## src/rtl/gemm_out_collector.sv

```systemverilog
// Collects the gemm kernel's output streams, sums every result word and shifts the checksum out as nibbles.
// Optional COLLECT_OVF_EN: adds sticky ovf_err and forces 32'hDEADBEEF out when it is set at SHIFT entry.

// Generic synchronous FIFO with occupancy count.
// Latency: a pushed word is visible on pop_dat the cycle after the push.
// Backpressure: none internally; the caller must not push when full or pop when empty.
module gemm_fifo #(
  parameter int W     = 32,
  parameter int DEPTH = 4
) (
  input  logic                         clk,
  input  logic                         rst,
  input  logic                         push,
  input  logic [W-1:0]                 push_dat,
  input  logic                         pop,
  output logic [W-1:0]                 pop_dat,
  output logic [$clog2(DEPTH+1)-1:0]   count
);
  localparam int AW = $clog2(DEPTH);
  localparam int CW = $clog2(DEPTH+1);

  logic [W-1:0]  mem [DEPTH];
  logic [AW-1:0] wr_ptr;
  logic [AW-1:0] rd_ptr;

  always_ff @(posedge clk) begin
    if (rst) begin
      wr_ptr <= '0;
      rd_ptr <= '0;
      count  <= '0;
    end else begin
      if (push) begin
        mem[wr_ptr] <= push_dat;
        wr_ptr      <= wr_ptr + AW'(1);
      end
      if (pop) rd_ptr <= rd_ptr + AW'(1);
      case ({push, pop})
        2'b10:   count <= count + CW'(1);
        2'b01:   count <= count - CW'(1);
        default: ;
      endcase
    end
  end

  assign pop_dat = mem[rd_ptr];
endmodule

// Buffers each lane, round-robin pops one word per cycle into the checksum, then serialises it.
// Latency: accept to earliest pop 1 cycle; last pop to first data_valid 1 cycle.
// Backpressure: D_out_full_n per lane from registered state only; refused writes are dropped.
module gemm_out_collector #(
  parameter int LANES          = 8,
  parameter int DATA_W         = 32,
  parameter int WORDS_PER_LANE = 128,
  parameter int FIFO_DEPTH     = 4
) (
  input  logic                      ap_clk,
  input  logic                      ap_rst,
  input  logic [LANES*DATA_W-1:0]   D_out_din,
  input  logic [LANES-1:0]          D_out_write,
  output logic [LANES-1:0]          D_out_full_n,
  output logic [3:0]                data_out,
  output logic                      data_valid,
  output logic                      probe_out
`ifdef COLLECT_OVF_EN
  ,
  output logic                      ovf_err
`endif
);
  localparam int CW   = $clog2(FIFO_DEPTH+1);
  localparam int QW   = $clog2(WORDS_PER_LANE+1);
  localparam int TW   = $clog2(LANES*WORDS_PER_LANE+1);
  localparam int PW   = $clog2(LANES);
  localparam int NIBS = DATA_W/4;
  localparam int NW   = $clog2(NIBS);
  localparam logic [CW-1:0] DEPTH_C  = CW'(FIFO_DEPTH);
  localparam logic [QW-1:0] QUOTA_C  = QW'(WORDS_PER_LANE);
  localparam logic [TW-1:0] TOTAL_C  = TW'(LANES*WORDS_PER_LANE);
  localparam logic [NW-1:0] LAST_NIB = NW'(NIBS-1);

  typedef enum logic [1:0] {COLLECT, SHIFT, DONE} state_t;

  state_t              state;
  state_t              state_nxt;
  logic                rst_q;
  logic [CW-1:0]       lane_cnt  [LANES];
  logic [QW-1:0]       quota_cnt [LANES];
  logic [DATA_W-1:0]   lane_dat  [LANES];
  logic [LANES-1:0]    push;
  logic [LANES-1:0]    pop;
  logic [PW-1:0]       rr_ptr;
  logic [PW-1:0]       grant_idx;
  logic                grant_vld;
  logic [DATA_W-1:0]   acc;
  logic [DATA_W-1:0]   acc_nxt;
  logic [DATA_W-1:0]   ser;
  logic [DATA_W-1:0]   ser_load;
  logic [TW-1:0]       total;
  logic [NW-1:0]       nib_cnt;
  logic                last_pop;

  // rst_q holds full_n low for every cycle reset was sampled, without a path from ap_rst itself.
  for (genvar i = 0; i < LANES; i++) begin : g_lane
    assign D_out_full_n[i] = !rst_q && (state == COLLECT) &&
                             (lane_cnt[i] < DEPTH_C) && (quota_cnt[i] < QUOTA_C);
    assign push[i] = D_out_write[i] && D_out_full_n[i];
    assign pop[i]  = grant_vld && (grant_idx == PW'(i));

    gemm_fifo #(.W(DATA_W), .DEPTH(FIFO_DEPTH)) u_fifo (
      .clk      (ap_clk),
      .rst      (ap_rst),
      .push     (push[i]),
      .push_dat (D_out_din[i*DATA_W +: DATA_W]),
      .pop      (pop[i]),
      .pop_dat  (lane_dat[i]),
      .count    (lane_cnt[i])
    );

    always_ff @(posedge ap_clk) begin
      if (ap_rst)       quota_cnt[i] <= '0;
      else if (push[i]) quota_cnt[i] <= quota_cnt[i] + QW'(1);
    end
  end

  // rr_ptr holds the lane to try first, i.e. one past the last grant.
  always_comb begin
    grant_vld = 1'b0;
    grant_idx = '0;
    for (int k = 0; k < LANES; k++) begin
      if (!grant_vld && (state == COLLECT) &&
          (lane_cnt[PW'((int'(rr_ptr) + k) % LANES)] != '0)) begin
        grant_vld = 1'b1;
        grant_idx = PW'((int'(rr_ptr) + k) % LANES);
      end
    end
  end

  assign acc_nxt  = acc + (grant_vld ? lane_dat[grant_idx] : '0);
  assign last_pop = grant_vld && (total == TOTAL_C - TW'(1));

`ifdef COLLECT_OVF_EN
  logic [LANES-1:0] quota_hit;
  logic             ovf_now;

  always_comb begin
    quota_hit = '0;
    for (int i = 0; i < LANES; i++) quota_hit[i] = (quota_cnt[i] == QUOTA_C);
  end

  // Occupancy-only refusals are normal flow control and do not count as overflow.
  assign ovf_now  = |(D_out_write & ~D_out_full_n & (quota_hit | {LANES{state != COLLECT}}));
  assign ser_load = (ovf_err || ovf_now) ? DATA_W'(32'hDEADBEEF) : acc_nxt;

  always_ff @(posedge ap_clk) begin
    if (ap_rst)       ovf_err <= 1'b0;
    else if (ovf_now) ovf_err <= 1'b1;
  end
`else
  assign ser_load = acc_nxt;
`endif

  always_ff @(posedge ap_clk) begin
    if (ap_rst) state <= COLLECT;
    else        state <= state_nxt;
  end

  always_comb begin
    state_nxt  = state;
    data_valid = 1'b0;
    data_out   = 4'h0;
    probe_out  = 1'b0;
    case (state)
      COLLECT: if (last_pop) state_nxt = SHIFT;
      SHIFT: begin
        data_valid = 1'b1;
        data_out   = ser[DATA_W-1 -: 4];
        if (nib_cnt == LAST_NIB) state_nxt = DONE;
      end
      DONE:    probe_out = 1'b1;
      default: state_nxt = COLLECT;
    endcase
  end

  always_ff @(posedge ap_clk) begin
    rst_q <= ap_rst;
    if (ap_rst) begin
      acc     <= '0;
      total   <= '0;
      rr_ptr  <= '0;
      ser     <= '0;
      nib_cnt <= '0;
    end else begin
      if (grant_vld) begin
        acc    <= acc_nxt;
        total  <= total + TW'(1);
        rr_ptr <= (grant_idx == PW'(LANES-1)) ? '0 : grant_idx + PW'(1);
      end
      if (state == COLLECT && last_pop) begin
        ser     <= ser_load;
        nib_cnt <= '0;
      end else if (state == SHIFT) begin
        ser     <= ser << 4;
        nib_cnt <= nib_cnt + NW'(1);
      end
    end
  end
endmodule
```

## config.mk

```make
export PLATFORM = sky130hd
export DESIGN_NAME = gemm_out_collector
export DESIGN_NICKNAME = d
export VERILOG_FILES = /design/src/rtl/gemm_out_collector.sv
export SDC_FILE = /design/constraint.sdc
export NUM_CORES = 1
export LEC_CHECK = 0
export BUFFER_PORTS_ARGS = -buffer_cell sky130_fd_sc_hd__clkbuf_2
export CAP_MARGIN = 20
export CORE_MARGIN = 4
export CORE_UTILIZATION = 54
export CTS_CLUSTER_DIAMETER = 150
export DETAILED_ROUTE_END_ITERATION = 10
export GPL_TIMING_DRIVEN = 0
export PLACE_DENSITY = 0.77
export SLEW_MARGIN = 20
export SYNTH_ARGS = -nofsm -noshare
export SYNTH_HDL_FRONTEND = slang
export SYNTH_SLANG_ARGS = --single-unit
```

## constraint.sdc

```tcl
create_clock -name ap_clk -period 21.7 [get_ports ap_clk]
set_clock_uncertainty 0.15 [all_clocks]
set_input_delay 1.085 -clock ap_clk [delete_from_list [all_inputs] [get_ports ap_clk]]
set_output_delay 1.085 -clock ap_clk [all_outputs]
set_load 0.02 [all_outputs]
```

# After elaboration in Yosys (flattened, before gate mapping)
# Memories as Yosys holds them, arrays and structs flattened. A register that Yosys moved wholly into a read port is not among the register bits.
# Cells that the tools add are included.
[classes] add_sub_neg=51 n_lt_le_gt_ge=25 n_eq_ne=29 n_mux=111 bitwise=18 reduce_logical=79
[ops] op="32-bit two-way mux" n=5
[ops] op="32-bit binary-select mux with 3-bit select" n=1
[ops] op="3-bit two-way mux" n=25
[ops] op="3-bit binary-select mux with 3-bit select" n=8
[ops] op="8-bit by 1-bit adder with 8-bit output, second input constant" n=8
[ops] op="8-bit less-than comparator, second input constant" n=8
[ops] op="8-bit two-way mux" n=8
[ops] op="1-bit logical AND" n=50
[ops] op="3-bit one-hot mux with 2 select lines" n=8
[ops] op="1-bit two-way mux" n=36
[ops] op="2-bit two-way mux" n=18
[ops] op="3-bit by 1-bit adder with 3-bit output, second input constant" n=11
[ops] op="2-bit by 1-bit adder with 2-bit output, second input constant" n=16
[ops] op="32-bit adder" n=1
[ops] op="3-bit by 4-bit greater-or-equal comparator with 1-bit output, second input constant" n=8
[ops] op="3-bit less-than comparator, second input constant" n=8
[ops] op="3-bit inverter" n=8
[ops] op="3-bit nonzero test" n=8
[ops] op="3-bit by 1-bit subtractor with 3-bit output, second input constant" n=8
[ops] op="2-bit by 1-bit equality test with 1-bit output, second input constant" n=9
[ops] op="2-bit equality test, second input constant" n=9
[ops] op="2-bit nonzero test" n=9
[ops] op="3-bit equality test, second input constant" n=5
[ops] op="3-bit adder, second input constant" n=4
[ops] op="17 further kinds" n=34
[totals] reg_bits=140 ram_bits=1088 input_bits=266 mem_count=9
[memory_table] memory="g_lane[0].u_fifo.mem" depth=4 width=32 read_ports=1 rd_clocked_by_memory_dff=1 wr=1 line_no="22" rtl="logic [W-1:0] mem [DEPTH];"
[memory_table] memory="g_lane[1].u_fifo.mem" depth=4 width=32 read_ports=1 rd_clocked_by_memory_dff=1 wr=1 line_no="22"
[memory_table] memory="g_lane[2].u_fifo.mem" depth=4 width=32 read_ports=1 rd_clocked_by_memory_dff=1 wr=1 line_no="22"
[memory_table] memory="g_lane[3].u_fifo.mem" depth=4 width=32 read_ports=1 rd_clocked_by_memory_dff=1 wr=1 line_no="22"
[memory_table] memory="g_lane[4].u_fifo.mem" depth=4 width=32 read_ports=1 rd_clocked_by_memory_dff=1 wr=1 line_no="22"
[memory_table] memory="g_lane[5].u_fifo.mem" depth=4 width=32 read_ports=1 rd_clocked_by_memory_dff=1 wr=1 line_no="22"
[memory_table] memory="3 more memories"

# Longest topological paths before layout
[logic_depth] ltp_word=42 mapped_depth=32

# Modules after synthesis
# Synthesis repeated with hierarchy kept, for this count alone.
[unflattened] hier_cells=3006 hier_area_um2=51983.6
[modules_own_cells] module="gemm_fifo (g_lane[0].u_fifo ...)" instances=7 cells_per_inst=209 area_per_inst_um2=5074.9
[modules_own_cells] module="gemm_out_collector" instances=1 cells_per_inst=1330 area_per_inst_um2=11374.7
[modules_own_cells] module="gemm_fifo (g_lane[6].u_fifo)" instances=1 cells_per_inst=213 area_per_inst_um2=5084.9

# Least setup slack after synthesis
# Ideal clock, no wire load.
[synth_path] kind="register -> register" start="register rr_ptr[1]" end="register ser[28]" setup_ps=128 t_arrival_ps=6561 required_ps=21422 setup_slack_ps=14862 stages_incl_launch_ff=32 path_buffers=5 period_less_slack_ps=6838 cell_sequence="dfxtp_1 -> clkbuf_1 -> inv_1 -> ha_1 -> buf_2 -> mux4_2 -> mux2_2 -> a31oi_1 -> nor3_1 -> a221o_1 -> o21bai_4 -> buf_6 -> buf_2 -> buf_2 -> nor2_1 -> nor2_1 -> o211ai_1 -> a21oi_1 -> ha_1 -> fa_1 -> a21o_1 -> a21oi_1 -> o21bai_1 -> a21boi_0 -> or2_2 -> a31oi_1 -> a2111oi_0 -> o31ai_1 -> or2_2 -> xor2_1 -> a222oi_1 -> nor2_1"
[synth_via] elab_chain_len=42
[synth_rtl] element="start: declaration" line_no="91" rtl="logic [PW-1:0] rr_ptr;"
[synth_rtl] element="start signal: assignment" line_no="196" rtl="rr_ptr <= (grant_idx == PW'(LANES-1)) ? '0 : grant_idx + PW'(1);"
[synth_rtl] element="parallel branches: the longest is 42 deep, another holds 3-bit by 1-bit adder with 3-bit output"
[synth_rtl] element="end signal: assignment" line_no="199" rtl="ser <= ser_load;"
[synth_rtl] element="end signal: assignment" line_no="202" rtl="ser <= ser << 4;"
[synth_rtl] element="end: declaration" line_no="96" rtl="logic [DATA_W-1:0] ser;"
# Several ways; the timed one is not identified. The select of a mux whose other input is x is not followed.
# A chain may end at the register's enable or synchronous reset.

# Worst setup path after layout
# Same ends and word-level chain as after synthesis.

==> reports/qor.txt <==
Post-synth top cells - sky130_fd_sc_hd__edfxtp_1, sky130_fd_sc_hd__nor2_1, sky130_fd_sc_hd__mux4_2
estimated wirelength of the detail-placed design - 90.7 mm
area added between synthesis and finish - 14.9%
crit path kind - reg2reg
WP data required - 22.09 ns
Initial DRT Pass Iterations - 6
TritonCTS Sinks - 1,244
die outline area - 100,000 µm²
CTS tree - done
multiplexer share of the synthesized area - 0.133
number of hold violations in the final report - 0
share of the clock period used by the worst path - 0.411
post-cts sizing count - 0
kind of start point of the critical path - register
Max Fclk - 112 MHz
initial core utilization - 0.548
Worst slew margin - 0.217
wire length after detailed routing - 128 mm
number of H-tree branching levels - 3
share of async-settable or async-resettable flops after synthesis - 0
standard-cell rows - 112
number of placed instances with taps included - 4,714
Yosys top cell by area - sky130_fd_sc_hd__edfxtp_1
initial antenna violation count - 34
share of final-layout standard cells stronger than drive strength 1 - 0.229
GR Util All Layers - 0.257
synthesized-area fraction occupied by ao, oa, aoi and oai cells - 0.0420
Maximum Capacitance Violations - 0
master of the slowest instance on the critical path - sky130_fd_sc_hd__a2111oi_0
most frequent cell after synthesis - sky130_fd_sc_hd__edfxtp_1
final worst path period need - 8.91 ns
Inserted Clock Buffers - 119
setup TNS after final layout - 0 ns
cell chosen for the clock root - sky130_fd_sc_hd__clkbuf_16
synthesized-area fraction occupied by and/or/nand/nor cells - 0.0672
Setup Fix Bufs, Post-CTS - 0
maximum number of pins on one net before global-route repair - 28
parity-gate share of the synthesized area counting xor and xnor cells - 0.0206
number of distinct library cell variants in the gate-level netlist after synthesis - 66
clock insertion delay at the later pin of the skew report - 0.68 ns
number of flops mapped to enable cells by yosys - 1,088
layout net count - 3,946
Remaining Overflow, GRT - 0
die outline width - 317 µm
buffers from clock root to sink, at most - 3
drc violations - 0
FF+latch count, synth - 1,244
first-pass GRT wire length - 189 mm
worst endpoint data arrival time - 9.30 ns
global placement routability congestion - 0.917
maximum fanout along the worst path - 10
chip height - 317 µm
count of warnings emitted by yosys - 0
peak per-stage delay on the critical path - 0.73 ns
Synth top area share - 0.635
residual antenna-violating net count after detailed routing - 0
Mapped Nets - 3,514
worst slew pin tran - 1.17 ns
routed length per instance - 25.9 µm
Hold WC Path Type - reg2reg
count of vias placed by the detailed router - 29,700
largest family of logic cells by synthesized area - multiplexers
CTS hold repair buffers - 0
most numerous cell on the critical path - sky130_fd_sc_hd__a21oi_1
max-slew violations - 0
Iter 0 DRT Violations - 3,599
netlist area before placement - 51,400 µm²
total buffers and inverters traversed by the critical path - 6
total setup violations reported at the end of the flow - 0
sequential-to-total area share from yosys stat - 0.696
count of buffers from port buffering - 279
core footprint - 93,900 µm²
non-filler instance count after layout - 4,965
number of global-route vias before repair - 29,700
post-route core utilization - 0.629
largest cells by area after synthesis - sky130_fd_sc_hd__edfxtp_1, sky130_fd_sc_hd__mux4_2, sky130_fd_sc_hd__dfxtp_1
kind of cell adding the most delay to the critical path - compound AO/OA/AOI/OAI gates
register clock-pin slew on the reported worst setup and hold paths - 0.06 ns
RSZ-0062 raised after global routing - false
Synth Flop Type - sky130_fd_sc_hd__edfxtp_1
adder-cell share of the synthesized area - 0.0254
I/O pin cnt - 280
Gate Count Post-Synth - 3,149
mean instance size in the synthesized netlist - 16.3 µm²
result of the run - completed
nature of the critical path endpoint - register
vias per cell - 5.97
-- sequential cells by signal (all words and copies together), names as in the netlist, named ones only --
| register | count |
|---|---|
| g_lane.u_fifo.mem | 1024 |
| quota_cnt | 64 |
| acc | 32 |
| ser | 32 |
| g_lane.u_fifo.count | 24 |
| g_lane.u_fifo.rd_ptr | 16 |
| g_lane.u_fifo.wr_ptr | 16 |
| total | 11 |
| nib_cnt | 3 |
| rr_ptr | 3 |
| state | 2 |
| rst_q | 1 |
-- layout by cell type (no fill, tap or decap), types with 21 or more instances in the layout --
cell type / instances
sky130_fd_sc_hd__o211ai_1: 64
sky130_fd_sc_hd__clkbuf_16: 123
sky130_fd_sc_hd__buf_12: 26
sky130_fd_sc_hd__and3_1: 21
sky130_fd_sc_hd__a21oi_1: 144
sky130_fd_sc_hd__diode_2: 29
sky130_fd_sc_hd__clkbuf_2: 279
sky130_fd_sc_hd__mux2i_1: 76
sky130_fd_sc_hd__clkbuf_1: 142
sky130_fd_sc_hd__o21ai_0: 27
sky130_fd_sc_hd__xor2_1: 72
sky130_fd_sc_hd__dfxtp_1: 156
sky130_fd_sc_hd__nor2_1: 371
sky130_fd_sc_hd__a22oi_1: 21
sky130_fd_sc_hd__nand2_1: 186
sky130_fd_sc_hd__buf_2: 24
sky130_fd_sc_hd__mux4_2: 266
sky130_fd_sc_hd__nand3_1: 43
sky130_fd_sc_hd__clkinv_1: 22
sky130_fd_sc_hd__a211oi_1: 22
sky130_fd_sc_hd__and2_1: 24
sky130_fd_sc_hd__xnor2_1: 49
sky130_fd_sc_hd__and2_2: 32
sky130_fd_sc_hd__inv_1: 53
sky130_fd_sc_hd__nor3_1: 26
sky130_fd_sc_hd__edfxtp_1: 1088
sky130_fd_sc_hd__ha_1: 90
-- metrics by stage --
step / cell area (µm²) / hold slack (ns) / setup WS, ns
after detailed placement: 55100 / 0.294 / 13.00
after floorplan: 51400 / 0.277 / 14.86
after global placement: 54400 / 0.289 / 13.01
after CTS: 59000 / 0.302 / 12.93
final: 59100 / 0.303 / 12.79
after global routing: 59100 / 0.322 / 12.36
-- worst paths after layout --
path	startpoint	to	slack, ns	cells past startpoint
max	rr_ptr[1]	ser[28]	12.79	31
min	ser[12]	ser[12]	0.30	2
max reg2reg	rr_ptr[1]	ser[28]	12.79	31
min reg2reg	ser[12]	ser[12]	0.30	2
-- tightest hold or removal path, stage by stage (launching register included) --
cell	delay (ns)
sky130_fd_sc_hd__dfxtp_1	0.31
sky130_fd_sc_hd__nand2_1	0.05
sky130_fd_sc_hd__a21oi_1	0.05
-- layout make-up --
class,count,area (µm²)
clock inverter,61,526
tap,1254,1570
buffer,157,631
antenna,29,72.6
sequential,1244,35800
timing repair buffer,311,2080
multi-input combinational,1692,14900
fill,6503,34800
inverter,56,210
clock buffer,161,3360
-- cells by family (layout without fill, tap and decap cells) --
logic type      count (synthesis)  after routing
compound gates                339            339
flops                        1244           1244
buf+inv                       213            746
simple gates                  784            784
other cells                     0             29
xor+xnor                      121            121
fa+ha+maj                      99             99
mux                           349            349
-- routing by layer --
layer | global-route usage | part of all wire | vias to the layer above
met5 | 0 | 0.00097 | -
met2 | 0.412 | 0.49 | 1401
met4 | 0.119 | 0.046 | 16
met1 | 0.343 | 0.38 | 14900
li1 | - | - | 13100
met3 | 0.0513 | 0.085 | 271
Power is left out: the tool's default activity adds up to more than one toggle a clock period on the data nets, which glitch-free logic cannot reach.
